`src/rtl/fetch_pc_stage_pkg.sv`:
```
// Shared definitions for the instruction-fetch stage: FSM state encoding,
// instruction width, PC increment and the NOP used as the reset instruction.
package fetch_pc_stage_pkg;

    typedef enum logic [1:0] {
        FETCH = 2'd0,
        HOLD  = 2'd1,
        DROP  = 2'd2
    } fetch_state_e;

    localparam int INSTR_W = 32;
    localparam int PC_STEP = 4;
    localparam logic [INSTR_W-1:0] NOP_INSTR = 32'h0000_0000;

endpackage

```
`src/rtl/fetch_pc_stage_skid.sv`:
```
// Single-entry {pc, instr} holding register. It catches a memory response
// that lands while decode is stalled, so the word is never lost.
module fetch_skid_buf
    import fetch_pc_stage_pkg::*;
#(
    parameter int ADDR_W = 32
) (
    input  logic               clock,
    input  logic               reset,
    input  logic               i_load,
    input  logic [ADDR_W-1:0]  i_pc,
    input  logic [INSTR_W-1:0] i_instr,
    input  logic               i_unload,
    input  logic               i_clear,
    output logic               o_valid,
    output logic [ADDR_W-1:0]  o_pc,
    output logic [INSTR_W-1:0] o_instr
);

    logic               r_valid;
    logic [ADDR_W-1:0]  r_pc;
    logic [INSTR_W-1:0] r_instr;

    // Occupancy flag: clear wins over load, load wins over unload.
    always_ff @(posedge clock) begin
        if (reset || i_clear) begin
            r_valid <= 1'b0;
        end else if (i_load) begin
            r_valid <= 1'b1;
        end else if (i_unload) begin
            r_valid <= 1'b0;
        end
    end

    // Payload capture.
    // NOTE: the payload has no reset; it is only ever read while r_valid is set,
    // so resetting it would add reset fan-out for no functional benefit.
    always_ff @(posedge clock) begin
        if (i_load) begin
            r_pc    <= i_pc;
            r_instr <= i_instr;
        end
    end

    assign o_valid = r_valid;
    assign o_pc    = r_pc;
    assign o_instr = r_instr;

endmodule

```
`src/rtl/fetch_pc_stage.sv`:
```
// Instruction-fetch stage: owns the PC, issues word fetches over a req/ack
// handshake, presents {pc, pc+4, instr} to decode under stall control and
// applies branch/jump redirects, dropping any in-flight fetch.
// Optional build macro FETCH_ALIGN_CHECK_EN: misaligned redirect targets are
// not fetched; the stage parks with fetch_misalign set until an aligned
// redirect or reset. Without it, target[1:0] is forced to zero.
module fetch_pc_stage
    import fetch_pc_stage_pkg::*;
#(
    parameter int               ADDR_W   = 32,
    parameter logic [ADDR_W-1:0] RESET_PC = '0
) (
    input  logic               clock,
    input  logic               reset,
    output logic               imem_req,
    output logic [ADDR_W-1:0]  imem_addr,
    input  logic               imem_ack,
    input  logic [INSTR_W-1:0] imem_rdata,
    input  logic               redirect_valid,
    input  logic [ADDR_W-1:0]  redirect_target,
    input  logic               stall,
    output logic               if_valid,
    output logic [ADDR_W-1:0]  if_pc,
    output logic [ADDR_W-1:0]  if_pc_plus4,
    output logic [INSTR_W-1:0] if_instr,
    output logic               fetch_misalign
);

    localparam logic [ADDR_W-1:0] STEP = ADDR_W'(PC_STEP);

    fetch_state_e       r_state;
    fetch_state_e       w_state_next;
    logic [ADDR_W-1:0]  r_pc;
    logic [ADDR_W-1:0]  w_pc_next;
    logic [ADDR_W-1:0]  r_drop_addr;
    logic               r_if_valid;
    logic [ADDR_W-1:0]  r_if_pc;
    logic [ADDR_W-1:0]  r_if_pc_plus4;
    logic [INSTR_W-1:0] r_if_instr;

    logic               w_req_state;
    logic               w_out_free;
    logic               w_consume;
    logic               w_out_clear;
    logic               w_out_load_mem;
    logic               w_out_load_skid;
    logic               w_skid_load;
    logic               w_skid_unload;
    logic               w_skid_clear;
    logic               w_skid_valid;
    logic [ADDR_W-1:0]  w_skid_pc;
    logic [INSTR_W-1:0] w_skid_instr;
    logic               w_parked;

`ifdef FETCH_ALIGN_CHECK_EN
    logic               r_misalign;
    logic               w_misalign_next;
    assign w_parked       = r_misalign;
    assign fetch_misalign = r_misalign;
`else
    assign w_parked       = 1'b0;
    assign fetch_misalign = 1'b0;
`endif

    // A request is outstanding in FETCH and DROP; reset masks it immediately.
    assign w_req_state = (r_state == FETCH) || (r_state == DROP);
    assign imem_req    = w_req_state && !reset;
    assign imem_addr   = (r_state == DROP) ? r_drop_addr : r_pc;

    assign w_consume  = r_if_valid && !stall;
    assign w_out_free = !r_if_valid || !stall;

    // Next-state, next-PC and datapath steering; redirect overrides everything.
    // NOTE: every signal gets a default first so no path can infer a latch.
    always_comb begin
        w_state_next    = r_state;
        w_pc_next       = r_pc;
        w_out_clear     = 1'b0;
        w_out_load_mem  = 1'b0;
        w_out_load_skid = 1'b0;
        w_skid_load     = 1'b0;
        w_skid_unload   = 1'b0;
        w_skid_clear    = 1'b0;
`ifdef FETCH_ALIGN_CHECK_EN
        w_misalign_next = r_misalign;
`endif
        if (redirect_valid) begin
            w_out_clear  = 1'b1;
            w_skid_clear = 1'b1;
`ifdef FETCH_ALIGN_CHECK_EN
            if (redirect_target[1:0] != 2'b00) begin
                w_misalign_next = 1'b1;
                w_state_next    = (w_req_state && !imem_ack) ? DROP : HOLD;
            end else begin
                w_misalign_next = 1'b0;
                w_pc_next       = redirect_target;
                w_state_next    = (w_req_state && !imem_ack) ? DROP : FETCH;
            end
`else
            w_pc_next    = {redirect_target[ADDR_W-1:2], 2'b00};
            w_state_next = (w_req_state && !imem_ack) ? DROP : FETCH;
`endif
        end else begin
            unique case (r_state)
                FETCH: begin
                    if (imem_ack) begin
                        w_pc_next = r_pc + STEP;
                        if (w_out_free) begin
                            w_out_load_mem = 1'b1;
                        end else begin
                            w_skid_load  = 1'b1;
                            w_state_next = HOLD;
                        end
                    end else if (w_consume) begin
                        w_out_clear = 1'b1;
                    end
                end
                HOLD: begin
                    if (w_skid_valid && !stall) begin
                        w_out_load_skid = 1'b1;
                        w_skid_unload   = 1'b1;
                        w_state_next    = FETCH;
                    end
                end
                DROP: begin
                    if (imem_ack) begin
                        w_state_next = w_parked ? HOLD : FETCH;
                    end
                end
                default: w_state_next = FETCH;
            endcase
        end
    end

    // FSM, PC and decode-facing output registers.
    // NOTE: sequential state uses non-blocking assignments only, so every
    // register samples the pre-edge values regardless of statement order.
    always_ff @(posedge clock) begin
        if (reset) begin
            r_state       <= FETCH;
            r_pc          <= RESET_PC;
            r_if_valid    <= 1'b0;
            r_if_pc       <= '0;
            r_if_pc_plus4 <= '0;
            r_if_instr    <= NOP_INSTR;
        end else begin
            r_state <= w_state_next;
            r_pc    <= w_pc_next;
            if (w_out_clear) begin
                r_if_valid <= 1'b0;
            end else if (w_out_load_mem) begin
                r_if_valid    <= 1'b1;
                r_if_pc       <= r_pc;
                r_if_pc_plus4 <= r_pc + STEP;
                r_if_instr    <= imem_rdata;
            end else if (w_out_load_skid) begin
                r_if_valid    <= 1'b1;
                r_if_pc       <= w_skid_pc;
                r_if_pc_plus4 <= w_skid_pc + STEP;
                r_if_instr    <= w_skid_instr;
            end
        end
    end

    // Remember the address of the fetch being dropped so it stays stable.
    always_ff @(posedge clock) begin
        if (r_state == FETCH && redirect_valid) begin
            r_drop_addr <= r_pc;
        end
    end

`ifdef FETCH_ALIGN_CHECK_EN
    // Sticky misalignment flag, cleared by reset or an aligned redirect.
    always_ff @(posedge clock) begin
        if (reset) begin
            r_misalign <= 1'b0;
        end else begin
            r_misalign <= w_misalign_next;
        end
    end
`endif

    fetch_skid_buf #(
        .ADDR_W (ADDR_W)
    ) u_skid (
        .clock   (clock),
        .reset   (reset),
        .i_load  (w_skid_load),
        .i_pc    (r_pc),
        .i_instr (imem_rdata),
        .i_unload(w_skid_unload),
        .i_clear (w_skid_clear),
        .o_valid (w_skid_valid),
        .o_pc    (w_skid_pc),
        .o_instr (w_skid_instr)
    );

    assign if_valid    = r_if_valid;
    assign if_pc       = r_if_pc;
    assign if_pc_plus4 = r_if_pc_plus4;
    assign if_instr    = r_if_instr;

endmodule

```
`config.mk`:
```
export PLATFORM = sky130hd
export DESIGN_NAME = fetch_pc_stage
export DESIGN_NICKNAME = d
export VERILOG_FILES = /design/src/rtl/fetch_pc_stage_pkg.sv /design/src/rtl/fetch_pc_stage_skid.sv /design/src/rtl/fetch_pc_stage.sv
export SDC_FILE = /design/constraint.sdc
export NUM_CORES = 1
export LEC_CHECK = 0
export ABC_AREA = 0
export BUFFER_PORTS_ARGS = -buffer_cell sky130_fd_sc_hd__buf_2
export CORE_AREA = 2 2 133 135
export CTS_BUF_LIST = sky130_fd_sc_hd__clkbuf_8 sky130_fd_sc_hd__clkbuf_16
export DETAILED_ROUTE_END_ITERATION = 6
export DIE_AREA = 0 0 135 137
export PLACE_DENSITY = 0.91
export SLEW_MARGIN = 20
export SYNTH_ARGS = -nofsm -noshare
export SYNTH_HDL_FRONTEND = slang
export SYNTH_SLANG_ARGS = --single-unit
```
`constraint.sdc`:
```
create_clock -name clock -period 16.9 [get_ports clock]
set_input_delay 5.07 -clock clock [delete_from_list [all_inputs] [get_ports clock]]
set_output_delay 5.07 -clock clock [all_outputs]
set_load 0.02 [all_outputs]
```
# Yosys cells after proc, flatten, opt, wreduce, memory -nomap -nowiden
# Index checks and enable logic that the tools add are counted.
[op_classes]
n_reduce_logical = 23
mux = 37
add_sub_neg = 2
n_bitwise = 1
eq_ne = 6
[op_table]
columns = ["cell", "count"]
rows = [
  ["two-way mux 32 bit", 10],
  ["adder 32 x 3 -> 32 bit, second input constant", 2],
  ["two-way mux 1 bit", 20],
  ["two-way mux 2 bit", 6],
  ["!= test 3 bit, second input constant", 4],
  ["nonzero test 2 bit", 4],
  ["case mux 2 bit (3 select lines)", 1],
  ["AND reduction 2 bit", 3],
  ["logical AND 1 bit", 5],
  ["zero test 1 bit", 4],
  ["AND reduction 4 bit", 1],
  ["OR reduction 2 bit", 2],
  ["logical OR 1 bit", 3],
  ["equality test 2 x 1 -> 1 bit, second input constant", 1],
  ["equality test 2 bit, second input constant", 1],
  ["zero test 2 bit", 1],
  ["NOT 1 bit", 1],
]
[word_totals]
elab_cells = 80
input_bits = 69
output_inout_bits = 131
register_bits = 228

# Longest topological paths before layout
# Gate-level depths: netlist of run 1.
[logic_depth]
depth_word = 8
mapped_depth = 8
mapped_depth_nobuf = 6

# Hierarchy
# Synthesis of run 1 repeated with hierarchy kept, for this count alone.
[hier_totals]
hier_cells = 1052
area_unflattened_um2 = 10339.9
[by_module_without_submodules]
columns = ["module", "area_each_um2", "instances", "seq_area_each_um2", "cells_per_inst"]
rows = [
  ["fetch_pc_stage", 8373.0, 1, 3443.3, 984],
  ["fetch_skid_buf", 1966.9, 1, 1941.9, 68],
]

# Worst setup path before layout of run 1
# Ideal clock, no wire load.
[synth_timing]
path_type = "input-to-output"
start = "input port reset"
end = "output port imem_req"
n_path_buf = 3
path_slack_ns = 5.847
t_arrival_ns = 5.983
path_stages = 4
cell_sequence = "clkbuf_1 > clkbuf_1 > clkbuf_1 > nor2_1"
[synth_between]
elab_chain_cells = 2
[synth_rtl]
columns = ["element", "line_no", "source"]
rows = [
  ["from (decl)", "fetch_pc_stage.sv:14", "input logic reset,"],
  ["zero test 1 bit", "fetch_pc_stage.sv:67", "assign imem_req = w_req_state && !reset;"],
  ["logical AND 1 bit", "fetch_pc_stage.sv:67", ""],
  ["to (decl)", "fetch_pc_stage.sv:15", "output logic imem_req,"],
]
# No other way between the ends.

# Final worst setup path of run 1
# Same ends and word-level chain as after synthesis.

==> results of run 1 <==
-- cells in the mapped netlist (16+ instances only) --
cell,count,area [µm²]
nand3_1,26,130.1
nand2_1,191,716.9
dfxtp_1,126,2522
a311oi_1,71,621.9
nand4_1,26,162.7
nor3_1,25,125.1
edfxtp_1,92,2763
nor4_1,25,156.4
a211oi_1,23,172.7
a21oi_1,16,80.08
xnor2_1,39,341.6
nor2_1,115,431.7
o21ai_0,16,80.08
clkbuf_1,75,281.5
mux2_2,28,315.3
xor2_1,25,219.0
-- worst register-to-register path: cells and delay by family (launching register included) --
kind	cells	cell delay, ns
AND/OR/NAND/NOR	3	2.17
flip-flops	1	0.47
AO/OA/AOI/OAI	1	0.42
-- metrics by stage --
step	area (µm²)	cells	setup WS [ns]	utilization [%]
final	11810	1417	6.003	69.24
after global routing	11810	1417	5.967	69.24
after CTS	11800	1417	6.014	69.15
after detailed placement	11010	1377	6.021	64.55
after global placement	11010	1377	6.033	64.52
after floorplan	10110	1054	5.847	-
-- layer usage --
layer | track usage [%] | vias to the layer above | part of all wire, %
met2 | 47.18 | 554 | 46
met3 | 4.889 | 105 | 9.7
met4 | 13.25 | 0 | 3.8
li1 | - | 4043 | -
met5 | 0 | - | 0
met1 | 39.29 | 4129 | 40
-- sequential cells by signal, summed over array words and instances, names as in the netlist --
register / count
r_drop_addr: 30
if_pc_plus4: 30
u_skid.o_pc: 30
u_skid.o_valid: 1
r_pc: 30
if_pc: 30
r_state: 2
if_valid: 1
if_instr: 32
u_skid.o_instr: 32
-- worst max path at each step --
stage	from	end	slack, ns
after CTS	reset	imem_req	6.01
after global placement	reset	imem_req	6.03
after detailed placement	reset	imem_req	6.02
after floorplan	reset	imem_req	5.85
final	reset	imem_req	6.00
after global routing	reset	imem_req	5.97
-- placed cells by master, fill, tap and decap left out, types with 9 or more instances in the layout --
master     netlist  layout
nor4_1          25      25
nor3_1          25      21
nor2_1         115     115
xor2_1          25      25
nand4_1         26      26
a211oi_1        23      23
nand3_1         26      25
edfxtp_1        92      92
buf_2            4     189
mux2_2          28      28
nand2_1        191     190
inv_1            8      13
xnor2_1         39      39
clkbuf_16        0      23
buf_4           15       9
a311oi_1        71      71
o21ai_0         16      16
dfxtp_1        126     126
a21oi_1         16      16
-- power by group through the flow --
stage	Combinational, W	Sequential (W)	Clock [W]
final	0.000129	0.000600	0.000525
after global routing	0.000139	0.000603	0.000552
after CTS	0.000128	0.000600	0.000530
after detailed placement	0.000127	0.000611	0
after global placement	0.000123	0.000609	0
after floorplan	0.0000751	0.000617	0
-- cell type report --
type / count / area, µm² / area share (%)
Sequential cell: 218 / 5285 / 44.75
Multi-Input combinational cell: 727 / 4404 / 37.29
Timing Repair Buffer: 199 / 1025 / 8.677
Clock buffer: 23 / 575.6 / 4.873
Tap cell: 225 / 281.5 / 2.384
Clock inverter: 17 / 209.0 / 1.769
Inverter: 8 / 30.03 / 0.2543
-- cell families after synthesis --
kind of cell / share of synthesized area [%]
AOI/OAI and AO/OA: 12.77
xor gates and xnor gates: 5.555
adders and majority gates: 0.2479
buffers and inverters: 4.749
DFF: 52.37
muxes: 3.720
other: 0.03716
and+or+nand+nor: 20.55
==> impl_metrics.csv, run 1 <==
group,metric,value,unit
die,io_pins,200,
synthesis,synth-main-ff-cell,"dfxtp_1",
finish,drive_gt1_share,23.57,%
setup_path,r2r_cells,4,
clock_network,cts-htree-levels,1,
setup_path,cp.depth,3,
detailed_routing,wire_per_inst,19.96,µm
timing,min_period,10.90,ns
setup_path,crit_slowest_cell,"buf_4",
finish,num_antenna_cells,0,
run,maxCapViolCount,0,
detailed_routing,drtPass1Iterations,7,
pwr,fin_total_pwr,0.001254,W
setup_path,r2r_setup_slack,13.73,ns
finish,area_delta_synth_final,17.04,%
placement,gp_congestion,0.9145,
setup_path,crit_type,"in -> out",
pwr,seq_power_share,47.9,%
clock_network,cts-buffers-inserted,22,
setup_path,r2r_start,"r_state[0]$_SDFFE_PP0P_",
global_route,grt_max_degree,120,
setup_path,cp_max_fo,51,
synthesis,avgSynthCellArea,9.629,µm²
die,start_util,59.16,%
setup_path,cp_num_buf_inv,2,
pwr,leakage,4.496,nW
pwr,pwr-share-clk,41.8,%
synthesis,synth_edf_count,92,
clock_network,clock_latency,0.50,ns
die,die_h,137,µm
die,core,17060,µm²
global_route,groute.usage.overall,29.37,%
pwr,pwr-share-comb,10.3,%
hold_path,hp-start,"if_pc_plus4[5]$_SDFFE_PP0P_",
pwr,peakVddDrop,87.46,µV
synthesis,synth_cells,1048,
timing,max_freq,91.77,MHz
synthesis,ys_ff_latch,218,
detailed_routing,vias_per_cell,6.232,
timing,post-route-period-util,64.48,%
pwr,sw_frac_of_total,24.61,%
synthesis,async_flop_share,0,%
clock_network,ctsLongestPathBuffers,3,
timing,rsz0062_at_grt,"no",
clock_network,clk_pin_slew,0.06,ns
timing,hold_ws,0.4773,ns
die,dieArea,18500,µm²
pwr,power_density,106.2,nW/µm²
global_route,grt.overflow.total,0,
global_route,grt_pass1_vias,8328,
clock_network,cts_tree,"built",
timing,finalSetupViolCount,0,
setup_path,critPathMaxStageDelay,0.45,ns
clock_network,cts_hold_buffers,0,
timing,clock_skew,0.008797,ns
pwr,power_switching,0.0003085,W
clock_network,ctsResizeCount,0,
synthesis,synth-seq-area-share,52.37,%
detailed_routing,via_count,8831,
detailed_routing,antenna_left,0,
setup_path,crit_family,"buffers and inverters",
die,row_count,48,
global_route,antenna_found_initial,0,
setup_path,required,11.83,ns
timing,hold_viol,0,
finish,n_fill_cell,1228,
timing,relSlewSlack,30.39,%
setup_path,path_cells,"buf_4 > nor2_1 > buf_2",
detailed_routing,drt-initial-drc-count,919,
placement,port-buffer-count,190,
setup_path,startpoint_type,"input pin",
hold_path,hold-path-endpoint,"if_pc_plus4[5]$_SDFFE_PP0P_",
timing,fin_setup_tns,0,ns
setup_path,critPathCaptureType,"primary output",
synthesis,synth_warnings,0,
clock_network,post_cts_buffers,0,
synthesis,yosysUniqueCellTypes,58,
timing,final_max_slew_viol_count,0,
global_route,grt_pass1_wl,43.19,mm
clock_network,cts.sinks,218,
timing,worst_pin_slew,1.044,ns
clock_network,cts-root-buf,"clkbuf_16",
hold_path,hold_class,"reg -> reg",
setup_path,arrival,5.83,ns
run_status,status,"completed",
synthesis,synth.cell_area,10090,µm²
pwr,intPower,0.0009453,W
die,die_x,135,µm
detailed_routing,wirelength,28.28,mm
placement,dpl.hpwl,17.79,mm
setup_path,r2r_end,"if_pc_plus4[25]$_SDFFE_PP0P_",
finish,nets,1247,
hold_path,worstHoldPathCells,2,
detailed_routing,drcViolationCount,0,
Power figures use the tool's default switching activity.
==> inputs of run 2 (changes only) <==
CORE_AREA = 2 2 139 141   (was 2 2 133 135)
DIE_AREA = 0 0 141 143   (was 0 0 135 137)
PLACE_DENSITY = 0.85   (was 0.91)
clock period = 10.7 ns   (was 16.9 ns; I/O delays follow)
==> impl_metrics.csv, run 2 (synthesis results as in run 1) <==
group,metric,value,unit
die,io_pins,200,
setup_path,startpoint_type,"input pin",
finish,area_delta_synth_final,17.33,%
die,core,18580,µm²
clock_network,clock_latency,0.51,ns
detailed_routing,wire_per_inst,19.91,µm
setup_path,crit_slowest_cell,"buf_4",
clock_network,cts_tree,"built",
clock_network,ctsResizeCount,0,
finish,n_fill_cell,1440,
global_route,grt_pass1_vias,8708,
timing,rsz0062_at_grt,"no",
die,row_count,50,
timing,post-route-period-util,65.77,%
setup_path,critPathCaptureType,"primary output",
clock_network,ctsLongestPathBuffers,3,
finish,final_cell_mix,"190 x nand2_1, 189 x buf_2, 126 x dfxtp_1",
finish,layout_commonest_cell,"nand2_1",
setup_path,cp_max_fo,25,
setup_path,crit_start,"reset",
global_route,grt_max_degree,92,
placement,dpl.hpwl,18.48,mm
timing,relSlewSlack,31.70,%
setup_path,crit_family,"buffers and inverters",
clock_network,post_cts_buffers,0,
pwr,peakVddDrop,98.70,µV
detailed_routing,drt-initial-drc-count,886,
timing,finalSetupViolCount,0,
setup_path,crit_type,"in -> out",
setup_path,critPathMaxStageDelay,0.21,ns
hold_path,hp-start,"if_pc_plus4[15]$_SDFFE_PP0P_",
pwr,leakage,4.481,nW
clock_network,clk_pin_slew,0.06,ns
timing,worst_pin_slew,1.024,ns
setup_path,path_cells,"buf_4 > nor2_1 > buf_2",
clock_network,cts-root-buf,"clkbuf_16",
setup_path,cp_num_buf_inv,2,
die,die_x,141,µm
global_route,antenna_found_initial,2,
hold_path,hold_class,"reg -> reg",
detailed_routing,antenna_left,0,
pwr,power_density,168.5,nW/µm²
finish,nets,1249,
timing,fin_setup_tns,0,ns
placement,gp_congestion,0.9147,
run,maxCapViolCount,0,
die,dieArea,20160,µm²
detailed_routing,drtPass1Iterations,5,
clock_network,cts-htree-levels,1,
clock_network,cts.sinks,218,
timing,clock_skew,0.01361,ns
detailed_routing,via_count,8882,
detailed_routing,vias_per_cell,6.211,
global_route,grt.overflow.total,0,
clock_network,cts-buffers-inserted,22,
setup_path,required,7.49,ns
run_status,status,"completed",
detailed_routing,wirelength,28.48,mm
finish,drive_gt1_share,24.04,%
placement,port-buffer-count,190,
global_route,grt_pass1_wl,44.67,mm
die,start_util,54.31,%
detailed_routing,drcViolationCount,0,
setup_path,arrival,3.83,ns
clock_network,cts_hold_buffers,0,
timing,max_freq,142.1,MHz
global_route,groute.usage.overall,27.51,%
setup_path,r2r_start,"r_state[0]$_SDFFE_PP0P_",
timing,min_period,7.038,ns
timing,final_max_slew_viol_count,0,
die,die_h,143,µm
pwr,fin_total_pwr,0.001995,W
timing,hold_viol,0,
==> run 2: cell type report <==
| cell class | count | area [µm²] | share of cell area (%) |
|---|---|---|---|
| Clock inverter | 17 | 222.7 | 1.881 |
| Tap cell | 234 | 292.8 | 2.473 |
| Antenna cell | 2 | 5.005 | 0.04227 |
| Inverter | 8 | 30.03 | 0.2536 |
| Clock buffer | 23 | 575.6 | 4.861 |
| Multi-Input combinational cell | 727 | 4393 | 37.10 |
| Timing Repair Buffer | 201 | 1036 | 8.750 |
| Sequential cell | 218 | 5285 | 44.64 |
==> run 2: per-stage QoR <==
| stage | area (µm²) | setup WS [ns] | hold WS (ns) | std cells | util (%) |
|---|---|---|---|---|---|
| final | 11840 | 3.662 | 0.4820 | 1430 | 63.72 |
| after detailed placement | 11030 | 3.674 | 0.4694 | 1388 | 59.37 |
| after global routing | 11840 | 3.658 | 0.5045 | 1430 | 63.72 |
| after CTS | 11830 | 3.670 | 0.4782 | 1428 | 63.67 |
| after global placement | 11030 | 3.671 | 0.4581 | 1388 | 59.37 |
| after floorplan | 10110 | 1.754 | 0.4202 | 1054 | - |
==> run 2: path summary, 6_finish.rpt <==
kind / endpoint / slack, ns / depth (start not counted)
min reg2reg: if_pc_plus4[15]$_SDFFE_PP0P_ / 0.48 / 2
min: if_pc_plus4[15]$_SDFFE_PP0P_ / 0.48 / 2
max reg2reg: if_pc_plus4[25]$_SDFFE_PP0P_ / 7.72 / 5
max: imem_req / 3.66 / 3
==> run 2: per-layer routing <==
metal | vias to the layer above | track usage [%] | wire [µm]
met4 | 0 | 10.26 | 926
met5 | - | 0 | 0
met3 | 87 | 3.924 | 2412
met2 | 483 | 46.93 | 13600
met1 | 4237 | 35.82 | 11540
li1 | 4075 | - | -
==> run 2: tightest hold or removal path: stages (launching register included) <==
cell and delay, ns:
dfxtp_1 0.31, nand2_1 0.06, a31oi_1 0.07
==> run 2: where the power goes <==
part / total [W] / internal [W] / leakage (nW) / switching [W]
registers: 0.000948 / 0.000909 / 1.90 / 0.0000393
clock network: 0.000844 / 0.000513 / 0.380 / 0.000330
logic: 0.000203 / 0.0000743 / 2.20 / 0.000129
==> inputs of run 3 (changes only) <==
clock period = 6.9 ns   (was 10.7 ns; I/O delays follow)
==> impl_metrics.csv, run 3 (synthesis results as in run 1) <==
group,metric,value,unit
global_route,grt_pass1_wl,43.18,mm
clock_network,ctsResizeCount,0,
setup_path,crit_type,"in -> out",
die,die_x,141,µm
setup_path,cp_max_fo,35,
hold_path,hold_class,"reg -> reg",
timing,fin_setup_tns,0,ns
clock_network,cts_hold_buffers,0,
detailed_routing,drt-initial-drc-count,859,
die,die_h,143,µm
die,dieArea,20160,µm²
placement,gp_congestion,0.9237,
timing,relSlewSlack,32.06,%
detailed_routing,vias_per_cell,6.130,
setup_path,r2r_end,"u_skid.o_pc[19]$_DFFE_PP_",
finish,area_delta_synth_final,16.90,%
detailed_routing,via_count,8760,
timing,min_period,4.739,ns
finish,layout_commonest_cell,"nand2_1",
placement,port-buffer-count,190,
clock_network,cts_tree,"built",
hold_path,worstHoldPathCells,2,
setup_path,startpoint_type,"input pin",
placement,dpl.hpwl,18.02,mm
global_route,groute.usage.overall,26.67,%
clock_network,clk_pin_slew,0.06,ns
detailed_routing,drcViolationCount,0,
detailed_routing,drtPass1Iterations,6,
timing,hold_viol,0,
clock_network,cts-root-buf,"clkbuf_16",
timing,rsz0062_at_grt,"no",
finish,nets,1249,
timing,post-route-period-util,68.68,%
die,io_pins,200,
pwr,leakage,4.482,nW
setup_path,arrival,2.67,ns
timing,clock_skew,0.006881,ns
timing,final_max_slew_viol_count,0,
setup_path,r2r_setup_slack,3.82,ns
timing,max_freq,211.0,MHz
clock_network,cts-htree-levels,1,
setup_path,r2r_start,"r_state[0]$_SDFFE_PP0P_",
global_route,antenna_found_initial,1,
timing,worst_pin_slew,1.019,ns
pwr,power_density,255.9,nW/µm²
clock_network,clock_latency,0.50,ns
global_route,grt.overflow.total,0,
detailed_routing,wirelength,28.02,mm
setup_path,required,4.83,ns
detailed_routing,wire_per_inst,19.61,µm
clock_network,post_cts_buffers,0,
clock_network,cts.sinks,218,
pwr,peakVddDrop,161.4,µV
detailed_routing,antenna_left,0,
hold_path,hp-start,"if_pc_plus4[5]$_SDFFE_PP0P_",
global_route,grt_pass1_vias,8283,
run,maxCapViolCount,0,
timing,finalSetupViolCount,0,
clock_network,ctsLongestPathBuffers,3,
setup_path,r2r_cells,3,
pwr,fin_total_pwr,0.003019,W
finish,drive_gt1_share,23.45,%
run_status,status,"completed",
hold_path,hold-path-endpoint,"if_pc_plus4[5]$_SDFFE_PP0P_",
finish,final_cell_mix,"190 x nand2_1, 189 x buf_2, 126 x dfxtp_1",
die,start_util,54.31,%
clock_network,cts-buffers-inserted,23,
die,row_count,50,
setup_path,critPathCaptureType,"primary output",
global_route,grt_max_degree,89,
die,core,18580,µm²
[run 3: cell types whose count changed in the layout (fill, tap and decap cells not counted)]
cell / previous run / this run
inv_4: 1 / 0
clkinvlp_4: 5 / 1
diode_2: 2 / 1
bufinv_16: 5 / 3
and3_4: 0 / 1
buf_4: 12 / 11
nor3_1: 22 / 21
clkbuf_8: 0 / 2
and3_2: 1 / 0
clkinv_1: 1 / 4
inv_1: 8 / 13
clkinv_2: 5 / 3
nor3_4: 0 / 1
[run 3: layer usage]
| metal | routed length (µm) | up-vias | track usage [%] |
|---|---|---|---|
| met1 | 11430 | 4093 | 36.60 |
| met2 | 12900 | 515 | 42.36 |
| met5 | 0 | - | 0 |
| met4 | 1056 | 0 | 11.74 |
| li1 | - | 4055 | - |
| met3 | 2626 | 97 | 3.890 |
[run 3: worst max path at each step]
stage / from / endpoint / cells past startpoint
detailed placement: reset / imem_req / 3
global route: r_state[0]$_SDFFE_PP0P_ / imem_addr[2] / 4
CTS: reset / imem_req / 3
global placement: reset / imem_req / 3
finish: reset / imem_req / 3
floorplan: imem_ack / u_skid.o_instr[0]$_DFFE_PP_ / 4
[run 3: final cells by class]
class / instances / area [µm²]
Inverter: 8 / 30.03
Antenna cell: 1 / 2.502
Multi-Input combinational cell: 727 / 4408
Timing Repair Buffer: 200 / 1028
Clock buffer: 25 / 603.1
Clock inverter: 16 / 146.4
Tap cell: 234 / 292.8
Sequential cell: 218 / 5285
Fill cell: 1490 / 6784
[run 3: critical path: stages]
cell	delay [ns]
buf_4	0.35
nor2_1	0.07
buf_2	0.17
[run 3: power breakdown]
part	leakage, nW	internal, W	switching [W]
Sequential	1.90	0.00141	0.0000609
Combinational	2.19	0.000115	0.000200
Clock	0.385	0.000736	0.000496
Total	4.48	0.00226	0.000758
[run 3: stage by stage]
stage	util (%)	instances	hold slack (ns)	worst slack [ns]	area, µm²
final	63.49	1429	0.4755	2.161	11800
after global routing	63.49	1429	0.4944	2.086	11800
after CTS	63.40	1428	0.4805	2.171	11780
after detailed placement	59.37	1387	0.4688	2.174	11030
after global placement	59.37	1387	0.4639	2.160	11030
after floorplan	-	1054	0.4202	1.060	10120
